<file path="src/rtl/bus_arbiter_pkg.sv">
// Shared snoopy-bus command/ID encodings plus the types and helpers used by bus_arbiter.
`ifndef BUS_DEFINES_SVH
`define BUS_DEFINES_SVH
`define CMD_BUSRD       3'd0
`define CMD_BUSRDX      3'd1
`define CMD_BUSUPGR     3'd2
`define CMD_FILL        3'd3
`define CMD_FLUSH       3'd4
`define BUSID_L2_0      2'd0
`define BUSID_L2_1      2'd1
`define BUSID_L2_2      2'd2
`define BUSID_MEM       2'd3
`define BUS_SLOT_CYCLES 8
`endif

package bus_arbiter_pkg;
    localparam int CMD_W  = 3;
    localparam int TAG_W  = 5;
    localparam int ADDR_W = 26;
    localparam int DATA_W = 64;
    localparam logic [2:0] LAST_CYCLE = 3'(`BUS_SLOT_CYCLES - 1);

    typedef enum logic [CMD_W-1:0] {
        CMD_BUSRD   = `CMD_BUSRD,
        CMD_BUSRDX  = `CMD_BUSRDX,
        CMD_BUSUPGR = `CMD_BUSUPGR,
        CMD_FILL    = `CMD_FILL,
        CMD_FLUSH   = `CMD_FLUSH
    } cmd_e;

    typedef struct packed {
        logic [CMD_W-1:0]  cmd;
        logic [TAG_W-1:0]  tag;
        logic [ADDR_W-1:0] addr;
    } slot_t;

    // Fill/Flush are responses; they win over new requests so that responses always drain.
    function automatic logic is_response(input logic [CMD_W-1:0] cmd);
        return (cmd == `CMD_FILL) || (cmd == `CMD_FLUSH);
    endfunction
endpackage

</file>
<file path="src/rtl/bus_arbiter_rr_pick.sv">
// Round-robin picker: first set request at or after ptr, wrapping N-1 -> 0.
module rr_pick #(
    parameter int N = 4,
    localparam int PW = (N > 1) ? $clog2(N) : 1
) (
    input  logic [N-1:0]  req,
    input  logic [PW-1:0] ptr,
    output logic [N-1:0]  gnt,
    output logic          valid
);
    localparam int SW = PW + 1;

    logic [SW-1:0] sum;
    logic [PW-1:0] idx;

    always_comb begin
        // NOTE: every always_comb output gets a default first, so no path can infer a latch.
        gnt   = '0;
        valid = 1'b0;
        sum   = '0;
        idx   = '0;
        for (int k = 0; k < N; k++) begin
            sum = {1'b0, ptr} + SW'(k);
            if (sum >= SW'(N))
                sum = sum - SW'(N);
            idx = sum[PW-1:0];
            if (!valid && req[idx]) begin
                gnt[idx] = 1'b1;
                valid    = 1'b1;
            end
        end
    end
endmodule

</file>
<file path="src/rtl/bus_arbiter.sv">
// Slotted snoopy-bus arbiter: one owner per 8-cycle slot, response-class priority, merged snoop result.
module bus_arbiter
    import bus_arbiter_pkg::*;
#(
    parameter int NREQ = 4
) (
    input  logic                     clk,
    input  logic                     rst,
    input  logic [NREQ-1:0]          req_valid,
    input  logic [CMD_W*NREQ-1:0]    req_cmd,
    input  logic [TAG_W*NREQ-1:0]    req_tag,
    input  logic [ADDR_W*NREQ-1:0]   req_addr,
    input  logic [DATA_W*NREQ-1:0]   req_data,
    output logic [NREQ-1:0]          req_gnt,
    input  logic [NREQ-1:0]          snoop_hit,
    input  logic [NREQ-1:0]          snoop_nack,
    output logic                     bus_valid,
    output logic [CMD_W-1:0]         bus_cmd,
    output logic [TAG_W-1:0]         bus_tag,
    output logic [ADDR_W-1:0]        bus_addr,
    output logic [DATA_W-1:0]        bus_data,
    output logic [2:0]               bus_cycle,
    output logic [NREQ-1:0]          resp_valid,
    output logic                     resp_hit,
    output logic                     resp_nack
);
    localparam int PW = (NREQ > 1) ? $clog2(NREQ) : 1;

    logic            owner_valid;
    logic [PW-1:0]   owner;
    logic [PW-1:0]   ptr;
    slot_t           slot;
    logic            acc_hit, acc_nack;

    logic [NREQ-1:0] owner_oh, eligible, high;
    logic [NREQ-1:0] high_gnt, all_gnt, win_oh;
    logic            high_valid, all_valid, win_valid;
    logic [PW-1:0]   win_idx, next_ptr;
    slot_t           win_slot;
    logic            hit_now, nack_now;

    always_comb begin
        owner_oh = '0;
        bus_data = '0;
        for (int i = 0; i < NREQ; i++) begin
            if (owner_valid && owner == PW'(i)) begin
                owner_oh[i] = 1'b1;
                bus_data    = req_data[i*DATA_W +: DATA_W];
            end
        end
    end

    // The current owner sits out the next slot: its nack is only known after this edge.
    assign eligible = req_valid & ~owner_oh;

    always_comb begin
        high = '0;
        for (int i = 0; i < NREQ; i++)
            high[i] = eligible[i] && is_response(req_cmd[i*CMD_W +: CMD_W]);
    end

    rr_pick #(.N(NREQ)) u_pick_high (.req(high),     .ptr(ptr), .gnt(high_gnt), .valid(high_valid));
    rr_pick #(.N(NREQ)) u_pick_all  (.req(eligible), .ptr(ptr), .gnt(all_gnt),  .valid(all_valid));

    assign win_oh    = high_valid ? high_gnt : all_gnt;
    assign win_valid = high_valid | all_valid;

    always_comb begin
        win_idx  = '0;
        win_slot = '0;
        for (int i = 0; i < NREQ; i++) begin
            if (win_oh[i]) begin
                win_idx  = PW'(i);
                win_slot = '{cmd:  req_cmd[i*CMD_W +: CMD_W],
                             tag:  req_tag[i*TAG_W +: TAG_W],
                             addr: req_addr[i*ADDR_W +: ADDR_W]};
            end
        end
    end

    assign next_ptr = (win_idx == PW'(NREQ - 1)) ? '0 : win_idx + PW'(1);

    // Idle slots must not collect snoop results, since ~owner_oh is all ones there.
    assign hit_now  = owner_valid && |(snoop_hit  & ~owner_oh);
    assign nack_now = owner_valid && |(snoop_nack & ~owner_oh);

    assign req_gnt   = (bus_cycle == LAST_CYCLE) ? win_oh : '0;
    assign bus_valid = owner_valid;
    assign bus_cmd   = slot.cmd;
    assign bus_tag   = slot.tag;
    assign bus_addr  = slot.addr;

    always_ff @(posedge clk or posedge rst) begin
        if (rst) begin
            bus_cycle   <= '0;
            owner_valid <= 1'b0;
            owner       <= '0;
            ptr         <= '0;
            slot        <= '0;
            acc_hit     <= 1'b0;
            acc_nack    <= 1'b0;
            resp_valid  <= '0;
            resp_hit    <= 1'b0;
            resp_nack   <= 1'b0;
        end else begin
            // NOTE: sequential state uses non-blocking assignments so every register samples pre-edge values.
            bus_cycle  <= bus_cycle + 3'd1;
            resp_valid <= '0;
            resp_hit   <= 1'b0;
            resp_nack  <= 1'b0;
            if (bus_cycle == LAST_CYCLE) begin
                resp_valid  <= owner_oh;
                resp_hit    <= acc_hit | hit_now;
                resp_nack   <= acc_nack | nack_now;
                acc_hit     <= 1'b0;
                acc_nack    <= 1'b0;
                owner_valid <= win_valid;
                owner       <= win_idx;
                slot        <= win_slot;
                if (win_valid)
                    ptr <= next_ptr;
            end else begin
                acc_hit  <= acc_hit | hit_now;
                acc_nack <= acc_nack | nack_now;
            end
        end
    end
endmodule

</file>
<file path="config.mk">
export PLATFORM = sky130hd
export DESIGN_NAME = bus_arbiter
export DESIGN_NICKNAME = d
export VERILOG_FILES = /design/src/rtl/bus_arbiter_pkg.sv /design/src/rtl/bus_arbiter_rr_pick.sv /design/src/rtl/bus_arbiter.sv
export SDC_FILE = /design/constraint.sdc
export NUM_CORES = 1
export LEC_CHECK = 0
export ABC_AREA = 1
export CORE_AREA = 2 2 200 202
export DETAILED_ROUTE_END_ITERATION = 6
export DIE_AREA = 0 0 202 204
export GPL_TIMING_DRIVEN = 0
export PLACE_DENSITY = 0.53
export SYNTH_ARGS = -nofsm -noshare
export SYNTH_HDL_FRONTEND = slang
export SYNTH_SLANG_ARGS = --single-unit
</file>
<file path="constraint.sdc">
create_clock -name clk -period 3.05 [get_ports clk]
set_input_delay 0.61 -clock clk [delete_from_list [all_inputs] [get_ports clk]]
set_output_delay 0.61 -clock clk [all_outputs]
set_load 0.05 [all_outputs]
</file>
After elaboration in Yosys (flattened, before gate mapping)
Index checks and enable logic that the tools add are counted.

cells by class
  $add $sub $neg = 9
  order comparisons = 12
  eq/ne operators = 13
  mux-type cells = 67
  bitwise gates (word level) = 13
  reduce and logical (&&, ||, !) cells = 34

operators with widths
  cell                 count
  $mux 64              4
  $mux 34              4
  $mux 4               11
  $mux 1               29
  $or 4x4->4           6
  $logic_and 1x1->1    20
  $bmux 1 s2           8
  $eq 3x3->1 const B   5
  $mux 2               7
  $and 4x4->4          3
  $eq 3x2->1 const B   4
  $lt 2x3->1 const B   4
  $ge 3x3->1 const B   3
  $demux 1 s2          4
  $ge 2x1->1 const B   4
  $reduce_or 4->1      2
  $sub 2x1->2 const B  4
  $add 2x2->3 const B  2
  $eq 2x2->1 const B   3
  $logic_not 1->1      6
  $logic_or 1x1->1     4
  $not 4->4            1
  $add 2x1->3 const B  1
  $add 3x1->3 const B  1
  other kinds (6)      8

word-level totals
  register bits after elaboration = 50
  bits of input ports = 406
  output and inout port bits = 112
  logic and storage cells = 160

Longest topological paths before layout
Gate-level depths: netlist of run 1.

  word-level depth = 24
  mapped depth = 19
  gate-level depth less buffers = 18

Hierarchy
Synthesis of run 1 repeated with hierarchy kept, for this count alone.

unflattened totals
  cells, all modules = 1085
  area, all modules = 5871.9 um^2

by module, submodules not included
  module                 instances  cells each  area an instance (um^2)  seq. area each (um^2)
  bus_arbiter            1          933         5028.6                   1251.2
  rr_pick (u_pick_high)  1          76          424.2                    0.0
  rr_pick (u_pick_all)   1          76          419.2                    0.0

Worst setup path after synthesis of run 1
Ideal clock, no wire load.

  path kind = reg2out
  from = register ptr[0]
  to = output req_gnt[1]
  arrival time = 2.874 ns
  path slack = -0.434 ns
  stages on the path, launching flop included = 15
  path buffers = 3
  path through = dfrtp_1 buf_4 clkinv_1 ha_1 buf_2 inv_1 nand3_1 nand2_1 nand2_1 nor2_2 nand3_1 nand3_1 nand2_2 buf_2 nor2_1

on the way
  word-level cells in the longest chain between the ends = 16

ends and longest elaborated chain
  item                                                                  line                text
  from (decl)                                                           bus_arbiter.sv:31   logic [PW-1:0] ptr;
  from (signal assigned)                                                bus_arbiter.sv:121  ptr <= next_ptr;
  parallel branches: the longest is 14 deep, another holds $add 2x1->3  -
  $mux 4 *                                                              bus_arbiter.sv:65   assign win_oh = high_valid ? high_gnt : all_gnt;
  $mux 4 *                                                              bus_arbiter.sv:87   assign req_gnt = (bus_cycle == LAST_CYCLE) ? win_oh : '0;
  to (decl)                                                             bus_arbiter.sv:14   output logic [NREQ-1:0] req_gnt,

Every way passes the cells marked *. The select of a mux whose other input is x is not followed.

Worst setup path after layout of run 1
  from = register owner[1]
  to = output req_gnt[3]

on the way
  word-level cells in the longest chain between the ends = 20

ends and longest elaborated chain
  item                                     line                       text
  from (decl)                              bus_arbiter.sv:30          logic [PW-1:0] owner;
  from (signal assigned)                   bus_arbiter.sv:118         owner <= win_idx;
  $eq 2x1->1 (tied with other cells)       bus_arbiter.sv:46          if (owner_valid && owner == PW'(i)) begin
  $logic_and 1x1->1                        bus_arbiter.sv:46
  $mux 1                                   bus_arbiter.sv:46
  $not 4->4 *                              bus_arbiter.sv:54          assign eligible = req_valid & ~owner_oh;
  $and 4x4->4 *                            bus_arbiter.sv:54
  $logic_and 1x1->1                        bus_arbiter.sv:59          high[i] = eligible[i] && is_response(req_cmd[i*CMD_W +: CMD_W]);
  $bmux 1 s2                               bus_arbiter_rr_pick.sv:27  if (!valid && req[idx]) begin
  $mux 1 (implied by the code)             bus_arbiter_rr_pick.sv:27
  [4 not listed]                           -
  $logic_not 1->1                          bus_arbiter_rr_pick.sv:27
  $logic_and 1x1->1                        bus_arbiter_rr_pick.sv:27
  $mux 1                                   bus_arbiter_rr_pick.sv:27
  $logic_not 1->1                          bus_arbiter_rr_pick.sv:27
  $logic_and 1x1->1                        bus_arbiter_rr_pick.sv:27
  $mux 4 / $mux 1 (equally long branches)  bus_arbiter_rr_pick.sv:27
  $mux 4 *                                 bus_arbiter.sv:65
  $mux 4 *                                 bus_arbiter.sv:87

Every way passes the cells marked *; elsewhere a longest branch is shown, timed or not. The select of a mux whose other input is x is not followed.

==> results of run 1 <==
[kinds of logic after synthesis]
logic type	count (synthesis)	share of synthesized area, %
simple gates	592	46.0
buf+inv	170	13.1
compound gates	155	16.8
flops	50	22.0
fa+ha+maj	10	2.20
[critical path, cell delays in order, from the launching register on]
cell     delay [ps]
dfrtp_2         500
inv_2           120
nand3_4         120
nand3_4         130
inv_2            50
nand2_2          80
nand3_2          80
nand2_4          80
buf_6           110
nand2_1          60
nor2_2          130
o21ai_1         100
nand2_1         110
nand2_4          70
buf_6           140
nor2_4          120
buf_8           160
[layer usage]
layer / part of all wire [%] / routed length [um] / global-route usage [%] / up-vias
li1: - / - / - / 4410
met1: 38 / 16100 / 21.7 / 4264
met2: 52 / 22000 / 37.2 / 428
met3: 5.7 / 2410 / 2.89 / 74
met4: 3.5 / 1490 / 6.75 / 0
met5: 0 / 0 / 0 / -
[placed cells by master (no fill, tap or decap), types with 32 or more instances in the layout]
master           count
dfrtp_1             46
nand3_1            164
clkdlybuf4s15_2     36
o22ai_1             41
buf_4               32
nand4_1             37
a31oi_1             41
clkdlybuf4s50_1    433
nand2_1            319
inv_1               89
[metrics by stage]
| stage | std cells | cell area (um^2) | power (uW) | worst slack (ps) |
|---|---|---|---|---|
| floorplan | 977 | 5720 | 10800 | 27.5 |
| global placement | 2019 | 11500 | 15700 | -1240 |
| detailed placement | 2020 | 11600 | 15700 | -1250 |
| CTS | 2045 | 12100 | 16900 | -12.3 |
| global route | 2059 | 12200 | 18400 | -161 |
| finish | 2060 | 12200 | 17200 | -24.3 |
[final cells by class]
cell class                      instances  area [um^2]  share of cell area (%)
Antenna cell                            8         20.0                   0.163
Inverter                              100          392                    3.20
Timing Repair Buffer                  548         5440                    44.4
Clock buffer                            5          125                    1.02
Buffer                                 64          394                    3.22
Sequential cell                        50         1260                    10.3
Multi-Input combinational cell        757         3920                    32.0
Tap cell                              525          657                    5.36
Clock inverter                          3         43.8                   0.358
[sequential cells by signal (all words and copies together) (netlist names)]
register and count:
bus_addr 26, bus_tag 5, resp_valid 4, bus_cmd 3, bus_cycle 3, owner 2
ptr 2, acc_hit 1, acc_nack 1, bus_valid 1, resp_hit 1, resp_nack 1
[repair_timing]
item / CTS / global route
resized for setup: 283 / 51
setup buffers: 19 / 10
endpoints found under the hold margin: 0 / 0
cloned: 1 / 0
hold buffers: 0 / 0
pin swaps: 18 / 14
setup endpoints to repair: 106 / 44
[how the worst min path moves through the flow]
stage | from | endpoint | slack [ps] | cells after the start
after floorplan | acc_hit | acc_hit | 450 | 2
after global placement | bus_cycle[0] | bus_cycle[0] | 440 | 1
after detailed placement | bus_cycle[0] | bus_cycle[0] | 450 | 1
after CTS | bus_cycle[0] | bus_cycle[0] | 460 | 1
after global routing | bus_cycle[0] | bus_cycle[0] | 490 | 1
final | bus_cycle[0] | bus_cycle[0] | 460 | 1
[power by group through the flow]
| stage | Combinational, uW | Clock (uW) | Sequential [uW] |
|---|---|---|---|
| after global routing | 16500 | 703 | 1180 |
| after CTS | 15100 | 682 | 1130 |
| after global placement | 14600 | 0 | 1120 |
| final | 15400 | 662 | 1140 |
| after floorplan | 8850 | 0 | 1920 |
| after detailed placement | 14600 | 0 | 1130 |
==> run summary, run 1 <==
The run finished, with violations left. The final reports fail on setup timing. The initial utilization of the core area, before any placement, comes to 14.5%.

The last element of the critical path was req_gnt[3]. TritonCTS built the clock tree. Cells fill 31.3% of the core in the end. The class of the tightest hold or removal check is reg2reg. The CTS H-tree depth is 2. The total iterations of the first detailed-routing run was 5; the number of global-route vias before repair was 9522. The floorplan step set the die height to 204 um. The logs give 0.947 for the routability-driven placement congestion ratio and 53.7% for the worst slew margin relative to its limit. The logs give 73 for the number of placement rows and 4311 for the filler cell count. After floorplanning, the core was sized to cover 39200 um^2. The most numerous cell in the Yosys netlist was nand2_1. For the die area, the log shows 41200 um^2. The critical path starts at owner[1]. The logs give 2440 ps for the required time reported for the critical path endpoint and 2 for the maximum root-to-sink buffer count. The leakage power summed over all cells was 0.00549 uW.

In this run, synthesis produced a sequential element count of 50. The routed via count divided by cell count came out at 4.45. Clock-pin slew was measured on the worst setup and hold paths at 70 ps. The floorplan step set the die width to 202 um.

Counting flops with an async set or reset pin after synthesis yields a share of 100%. In this run the register-to-register setup slack is 280 ps. During synthesis, Yosys emitted a total of 0 warnings. Hold is met by 462 ps. CTS saw 50 sinks.

For the net switching power of the design, the log shows 10800 uW. Data on the critical path arrives at its endpoint at 2460 ps. Summed over its instances, the top area cell type makes up 22.0% of the synthesized netlist area. The max-cap violation count was 0. The reg-to-reg critical path startpoint was owner[1]. The critical path is of the reg2out type.

Register area share after synthesis: 22.0%. Yosys mapped a number of flops with a built-in enable equal to 0. From synthesis to final layout, the design area changed by 115%.

The number of antenna violations at the first check in global routing is 16. Sort of element at the start of the critical path: a flop. The tools report the clock insertion delay at the later pin of the skew report as 300 ps. The run gives 35.6 mm as the half-perimeter wire length after detailed placement.

The antenna violation net count after detailed routing is 0. For this run, the leading register cell type out of synthesis is dfrtp_1. In this run the power density over the cells is 1410 nW/um^2. Entering global routing, the biggest net connects 29 pins.

The global-route usage over all layers was 19.4%; the final worst clock skew was 7.74 ps. The highest ir drop seen on vdd is 0.000685 V. The final worst setup slack is -24.3 ps, and the pin slew with the least headroom to its limit is 692 ps. The routed design has 42.1 mm of wire.

Synthesis handed over a netlist of 977 instances. The final cycle utilization of the critical path is 101%, and the net count of the finished layout is 1942. The detail-routed net length per standard cell works out to 20.4 um.

The synthesized area was 5690 um^2. Counting instances in the post-synthesis netlist gives the leading cell types as 327 x nand2_1, 174 x nand3_1, 92 x inv_1, 50 x dfrtp_1. Port buffering added 517 buffers. The biggest area contributor in the post-synthesis netlist is dfrtp_1. The first global-routing pass estimated 59.9 mm of wire.

The synthesized netlist net count was 1393. The run gives 6.6% as the relative contribution of sequential cells to total power. Derived from the worst setup path, the maximum achievable clock frequency is 0.325 GHz. Counting cells, the worst reg-to-reg path comes to 18. The net switching share of the total power came out at 62.9%. The total I/O pin count is 518, and the setup-violating endpoint count in the final report is 1. The initial DRC count was 632; the number of pins with negative max-slew slack in the final report was 0. The internal power of the cells totals 6390 uW. The aggregate negative setup slack was -24.3 ps.

In this run, distinct cell masters in the synthesized netlist total 31. The post-synthesis area per instance is 5.82 um^2. For this run, design rule violations remaining after detail routing come to 0. The tree is rooted in a clkbuf_16. Setup repair after global routing could not meet its margin everywhere. The tools report the endpoint of the worst register-to-register path as bus_cmd[1]. Per report_power, the combinational group accounts for 89.6% of the total. The final count of hold timing violations was 0. The tools report the type of destination of the critical path as a primary output.

After synthesis, the cell types taking the most area are dfrtp_1 22%, nand2_1 22%, nand3_1 15%, inv_1 6.1%, a31oi_1 4.5%. The largest driver fanout on the critical path is 10, and the share of layout cells above drive strength 1 is 13.0%. The via total after detailed routing came out at 9176. The share of total power dissipated in the clock network is 3.8%. The minimum clock period after layout is 3070 ps. Clock tree synthesis inserted a total of 5 buffers. For this run the aggregate overflow at the end of global routing stands at 0.
Note: power is estimated with default switching activity, not from simulation.
==> inputs of run 2 (changes only) <==
--- a/config.mk
+++ b/config.mk
@@ -10,7 +10,8 @@
 export DETAILED_ROUTE_END_ITERATION = 6
 export DIE_AREA = 0 0 202 204
 export GPL_TIMING_DRIVEN = 0
-export PLACE_DENSITY = 0.53
+export PLACE_DENSITY_LB_ADDON = 0.15
+export SKIP_CTS_REPAIR_TIMING = 1
 export SYNTH_ARGS = -nofsm -noshare
 export SYNTH_HDL_FRONTEND = slang
 export SYNTH_SLANG_ARGS = --single-unit
==> constraint.sdc (replaced) <==
create_clock -name clk -period 4 [get_ports clk]
set_input_delay 0.8 -clock clk [delete_from_list [all_inputs] [get_ports clk]]
set_output_delay 0.8 -clock clk [all_outputs]
set_load 0.05 [all_outputs]
==> run summary, run 2 (synthesized netlist as in run 1, its figures left out) <==
The critical path is of the in2out type. In this run the critical register-to-register path is launched from ptr[0]. Setup repair after global routing could not meet its margin everywhere. The number of pins with negative max-slew slack in the final report is 0, and the minimum clock period after layout is 3940 ps. The logs give 41200 um^2 for the die area and 73 for the number of placement rows. For the critical path arrival, the log shows 3140 ps. The die span in x is 202 um, and the area added between synthesis and finish is 108%. The run finished with clean final reports. The required time reported for the critical path endpoint is 3200 ps. Setup slack of the worst register-to-register path: 830 ps.

After clock tree synthesis, the clock-pin slew on the worst setup and hold paths is 80 ps. In the layout the commonest cells are 503 x clkdlybuf4s50_1, 326 x nand2_1, 174 x nand3_1. The clock tree synthesis step divided the H-tree into 2 levels. Number of global-route vias before repair: 9079. In the final routed layout, each cell accounts on average for 20.5 um.

The congestion estimate from routability-driven global placement came to 0.879. Summed over all layers, the global routing overflow is 0. For the antenna violation net count after detailed routing, the log shows 0. Leaving out fill and tap cells, the most frequent cell in the layout is clkdlybuf4s50_1. In the final timing run, aggregate negative setup slack is 0 ps. The worst register-to-register path has a depth of 17. For the leakage power summed over all cells, the log shows 0.00530 uW.

The via total after detailed routing came out at 8851. The endpoint of the worst register-to-register path is bus_addr[11]. Setup violations remaining at the end of the flow were counted as 0. Final count of hold timing violations: 0. The final cycle utilization of the critical path was 98.5%.

The first global-routing pass estimated 59.5 mm of wire. The cell count of the worst hold path was 1; the total power divided by cell area was 1080 nW/um^2. For the pin with the worst max-slew slack, the measured transition is 657 ps.

The path with the worst hold slack has its endpoint at bus_cycle[0]. The TritonCTS buffer count came out at 5. After legalization and detailed placement, the total HPWL measured 35.6 mm. Share of layout cells above drive strength 1: 6.23%. Number of flip-flops in the largest register: 26.

In this run, the number of DRC markers left after iteration 0 of detailed routing was 514. Across every metal layer, demand over resource in global routing totals 19.5%. In the final design database the tool counted 1925 nets.

The tools report the type of destination of the critical path as a primary output. Derived from the worst setup path, the maximum achievable clock frequency is 0.254 GHz. The total I/O pin count is 518. TritonCTS built the clock tree.

The number of port buffers was 517. The number of antenna violations at the first check in global routing was 8. The tools report the highest ir drop seen on vdd as 0.000547 V. The startpoint identified for the worst hold timing path is bus_cycle[0]. The max-cap violation count came out at 0.

The final layout contains routed wiring with a total length of 41.9 mm. The routed via count divided by cell count was 4.34; the final cell utilization of the core was 30.3%. The class of the tightest hold or removal check is reg2reg. Die height: 204 um. The logs give 28 for the maximum number of pins on one net before global-route repair and 467 ps for the minimum hold slack. The clock insertion delay at the later pin of the skew report came out at 300 ps. For the final worst clock skew, the log shows 6.04 ps. The tools report the total iterations of the first detailed-routing run as 5.

The clock passes through at most 2 buffers. The count of clock tree sinks was 50. The tree is rooted in a clkbuf_16. The core footprint was 39200 um^2; the initial cell density of the core was 14.5%. The worst setup path is launched from an input pin.

The largest driver fanout on the critical path was 10; the number of remaining DRC errors was 0. The worst slew margin relative to its limit is 56.2%.
-- run 2: area by class of cell --
type / instances / area, um^2
Fill cell: 4398 / 27300
Timing Repair Buffer: 526 / 5270
Multi-Input combinational cell: 757 / 3730
Sequential cell: 50 / 1250
Tap cell: 525 / 657
Buffer: 69 / 384
Inverter: 100 / 383
Clock buffer: 7 / 153
Antenna cell: 6 / 15.0
Clock inverter: 1 / 8.76
-- run 2: worst max-delay path, stage by stage --
cell and delay (ps):
clkdlybuf4s50_1 450, nor2_1 120, nor2_1 50, nor2_1 200
nand2_1 140, nand3_1 100, nand2_1 100, buf_4 190
nand3_1 110, nor2_1 50, nor2_1 110, nand2_2 110
nand2_4 150, buf_8 180, nor2_2 50, clkbuf_4 230
-- run 2: worst max path at each step --
stage,from,cells past startpoint,slack (ps),to
2_1_floorplan,ptr[0],14,330,req_gnt[1]
3_3_place_gp,req_cmd[8],16,-610,req_gnt[2]
3_5_place_dp,req_cmd[11],16,-650,req_gnt[2]
4_1_cts,ptr[0],15,-960,req_gnt[2]
5_1_grt,req_cmd[8],17,-190,req_gnt[2]
6_report,req_cmd[3],16,60,req_gnt[2]
-- run 2: through the flow --
step	worst slack, ps	cells	total power (uW)	instance area [um^2]
finish	60.1	2041	12800	11900
global route	-189	2040	13800	11900
CTS	-962	2028	12700	11700
detailed placement	-645	2020	12100	11500
global placement	-614	2019	12200	11500
floorplan	326	977	8180	5690
-- run 2: metal layers --
layer | vias up | part of all wire (%) | GRT usage, %
li1 | 4375 | - | -
met3 | 40 | 6.4 | 4.37
met1 | 4092 | 39 | 22.0
met2 | 342 | 52 | 36.4
met5 | - | 0.026 | 0
met4 | 2 | 2.3 | 5.28
-- run 2: power by group --
group	internal, uW	total [uW]	switching (uW)
logic	3730	11500	7770
clock network	269	492	223
registers	710	853	144
total	4700	12800	8130
==> inputs of run 3 (changes only) <==
--- a/config.mk
+++ b/config.mk
@@ -5,10 +5,11 @@
 export SDC_FILE = /design/constraint.sdc
 export NUM_CORES = 1
 export LEC_CHECK = 0
-export ABC_AREA = 1
-export CORE_AREA = 2 2 200 202
+export CELL_PAD_IN_SITES_DETAIL_PLACEMENT = 0
+export CELL_PAD_IN_SITES_GLOBAL_PLACEMENT = 1
+export CORE_AREA = 2 2 201 203
 export DETAILED_ROUTE_END_ITERATION = 6
-export DIE_AREA = 0 0 202 204
+export DIE_AREA = 0 0 203 205
 export GPL_TIMING_DRIVEN = 0
 export PLACE_DENSITY_LB_ADDON = 0.15
 export SKIP_CTS_REPAIR_TIMING = 1
==> run summary, run 3 <==
For the number of antenna violations at the first check in global routing, the log shows 9. The flow ran to the end, but the final reports show violations. The final worst setup slack was -230 ps.

The net count of the finished layout is 1480. Counting every instance in the synthesized netlist gives 530. The antenna violation net count after detailed routing is 0. In this run the number of H-tree levels came out at 2.

The library cell used most frequently in the layout, excluding fill and tap cells, is clkdlybuf4s50_1. The final count of hold timing violations is 0. The half-perimeter wire length after detailed placement was 31.1 mm; the placed instance area was 11200 um^2. Highest ir drop seen on vdd: 0.000233 V.

Setup repair after global routing could not meet its margin everywhere. The worst setup path is launched from an input pin. Yosys instantiated no cell more often than and2_1.

The final reports fail on setup timing. For the TritonCTS buffer count, the log shows 5. Cell type with the largest total area after synthesis: mux4_2. The share of async-settable or async-resettable flops after synthesis was 100%.

Yosys attributes the largest share of cell area to mux4_2 28%, dfrtp_1 23%, and2_1 8.0%, a221oi_1 5.9%, o22ai_1 4.1%. Final hold analysis gives a worst-case slack of 475 ps. The floorplan has 73 rows. From left edge to right edge, the die measures 203 um. Along the worst path, the maximum fanout reaches 10. By count the netlist is led by 68 x and2_1, 67 x mux4_2, 50 x dfrtp_1, 41 x a21oi_1, 40 x nand2_1. Required time reported for the critical path endpoint: 3200 ps. After synthesis, the largest area contributor takes up 28.2% of total cell area.

Entering global routing, the biggest net connects 33 pins. Pin placement for this block handled 518 I/O pins. For the pin with the worst max-slew slack, the measured transition is 752 ps. For the worst setup path, the data arrival time is 3430 ps. The first TritonRoute pass finished after 4 iterations. The maximum root-to-sink buffer count was 2; the yosys synthesis warning count was 0.

In this run the static leakage power is 0.00476 uW. The most used flip-flop cell after synthesis is dfrtp_1. The max-cap violation count was 0; the number of pins with negative max-slew slack in the final report was 0.

The detail-routed net length per standard cell is 23.1 um, and the global-route usage over all layers is 16.5%. For the die area, the log shows 41600 um^2. The initial cell density of the core was 13.6%. The top cell types in the final layout, fill and taps aside, are 467 x clkdlybuf4s50_1, 68 x and2_1, 67 x mux4_2. The tools report the register area share after synthesis as 23.4%. Global-route wire length before repair: 50.1 mm.

The post-route netlist has 14.9% of its cells at a drive strength greater than 1. The worst slew margin relative to its limit is 49.8%. For the core footprint, the log shows 39400 um^2.

The path class of the tightest hold or removal check is reg2reg. Dividing total power by cell area gives a power density of 739 nW/um^2. The setup path with the least slack is of type in2out. The initial DRC count was 361; the via total after detailed routing was 6849. The final cycle utilization of the critical path was 106%; the final global-route overflow total was 0. The number of distinct library cells after synthesis was 58.

The final wirelength came out at 36.7 mm. On the final layout, the worst clock skew is 12.4 ps. After routing the design area is 11800 um^2.

The routability-driven placement congestion ratio is 0.845, and the clock-pin slew of the registers on the worst-case setup and hold paths is 90 ps. Area added between synthesis and finish: 121%. CTS placed an instance of clkbuf_16 at the clock tree root. For this run, design rule violations remaining after detail routing come to 0. During placement, the flow inserted port buffers numbering 517. The maximum clock rate was 0.236 GHz; the number of flops mapped to enable cells by yosys was 0. The synthesized netlist net count is 946, and the number of flip-flops in the largest register is 26. The number of global-route vias before repair came out at 6996.

In this run, synthesis produced a sequential element count of 50. Setup violations remaining at the end of the flow were counted as 4. TritonCTS built the clock tree. For the clock insertion delay at the later pin of the skew report, the log shows 310 ps. After detailed routing, the number of vias per cell comes to 4.30. STA classifies the critical path endpoint as a primary output. The minimum clock period after layout came out at 4230 ps. Counting every sink on the clock net gives 50. The die height is 205 um.

The synthesized area was 5350 um^2. Dividing the synthesized area by the synthesized cell count gives 10.1 um^2.
[run 3: layer usage]
layer	up-vias	global-route usage [%]	share of wire [%]
met5	-	0	0.25
met4	14	2.37	0.92
met3	34	3.93	5.6
met2	236	28.8	52
met1	3390	21.0	41
li1	3175	-	-
[run 3: final cells by class]
cell class              instances  area [um^2]
plain buffers                  50          279
flip-flops and latches         50         1250
clock inverters                 2         38.8
diodes                          2         5.00
fillers                      4178        27600
well taps                     525          657
clock buffers                   6          139
inverters                      16         62.6
repair buffers                527         5370
multi-input cells             414         3990
[run 3: critical path, cell delays in order]
cell	delay, ps
clkdlybuf4s50_1	470
and3b_1	240
o221a_2	290
mux4_2	530
a21oi_4	190
a2bb2oi_1	120
a22oi_2	290
nand2_4	90
buf_8	170
inv_4	40
buf_4	190
[run 3: kinds of logic (layout without fill, tap and decap cells)]
group	count (synthesis)	in the layout	share of synthesized area, %
adder cells (fa/ha/maj)	10	10	2.34
multiplexers	76	76	29.9
AO/OA/AOI/OAI	165	165	22.3
AND/OR/NAND/NOR	161	161	16.4
XOR/XNOR	2	2	0.328
buffers and inverters	66	601	5.26
other	0	2	0
flip-flops	50	50	23.4
[run 3: path summary, 6_finish.rpt]
path / cells after the start / slack [ps] / to / start
worst max register to register: 14 / 300 / bus_tag[0] / ptr[0]
worst min-delay path: 1 / 470 / bus_cycle[0] / bus_cycle[0]
worst min register to register: 1 / 470 / bus_cycle[0] / bus_cycle[0]
worst max-delay path: 11 / -230 / req_gnt[3] / req_cmd[6]
max in group asynchronous: 3 / 2600 / bus_cmd[0] / rst
min in group asynchronous: 2 / 820 / bus_addr[25] / rst
[run 3: where the power goes]
part           internal, uW  switching [uW]  total, uW
Sequential              709             126        835
Clock                   316             239        555
Combinational          2880            4440       7330
[run 3: stage by stage]
step	instances	util [%]	power, uW	TNS [ps]	worst slack (ps)
global route	1592	30.0	9190	-1200	-339
global placement	1572	28.4	7930	-54280	-1780
floorplan	530	-	5400	0	43.7
detailed placement	1573	28.5	7900	-54370	-1780
CTS	1581	28.9	8500	-61030	-1780
finish	1592	30.0	8720	-707	-230
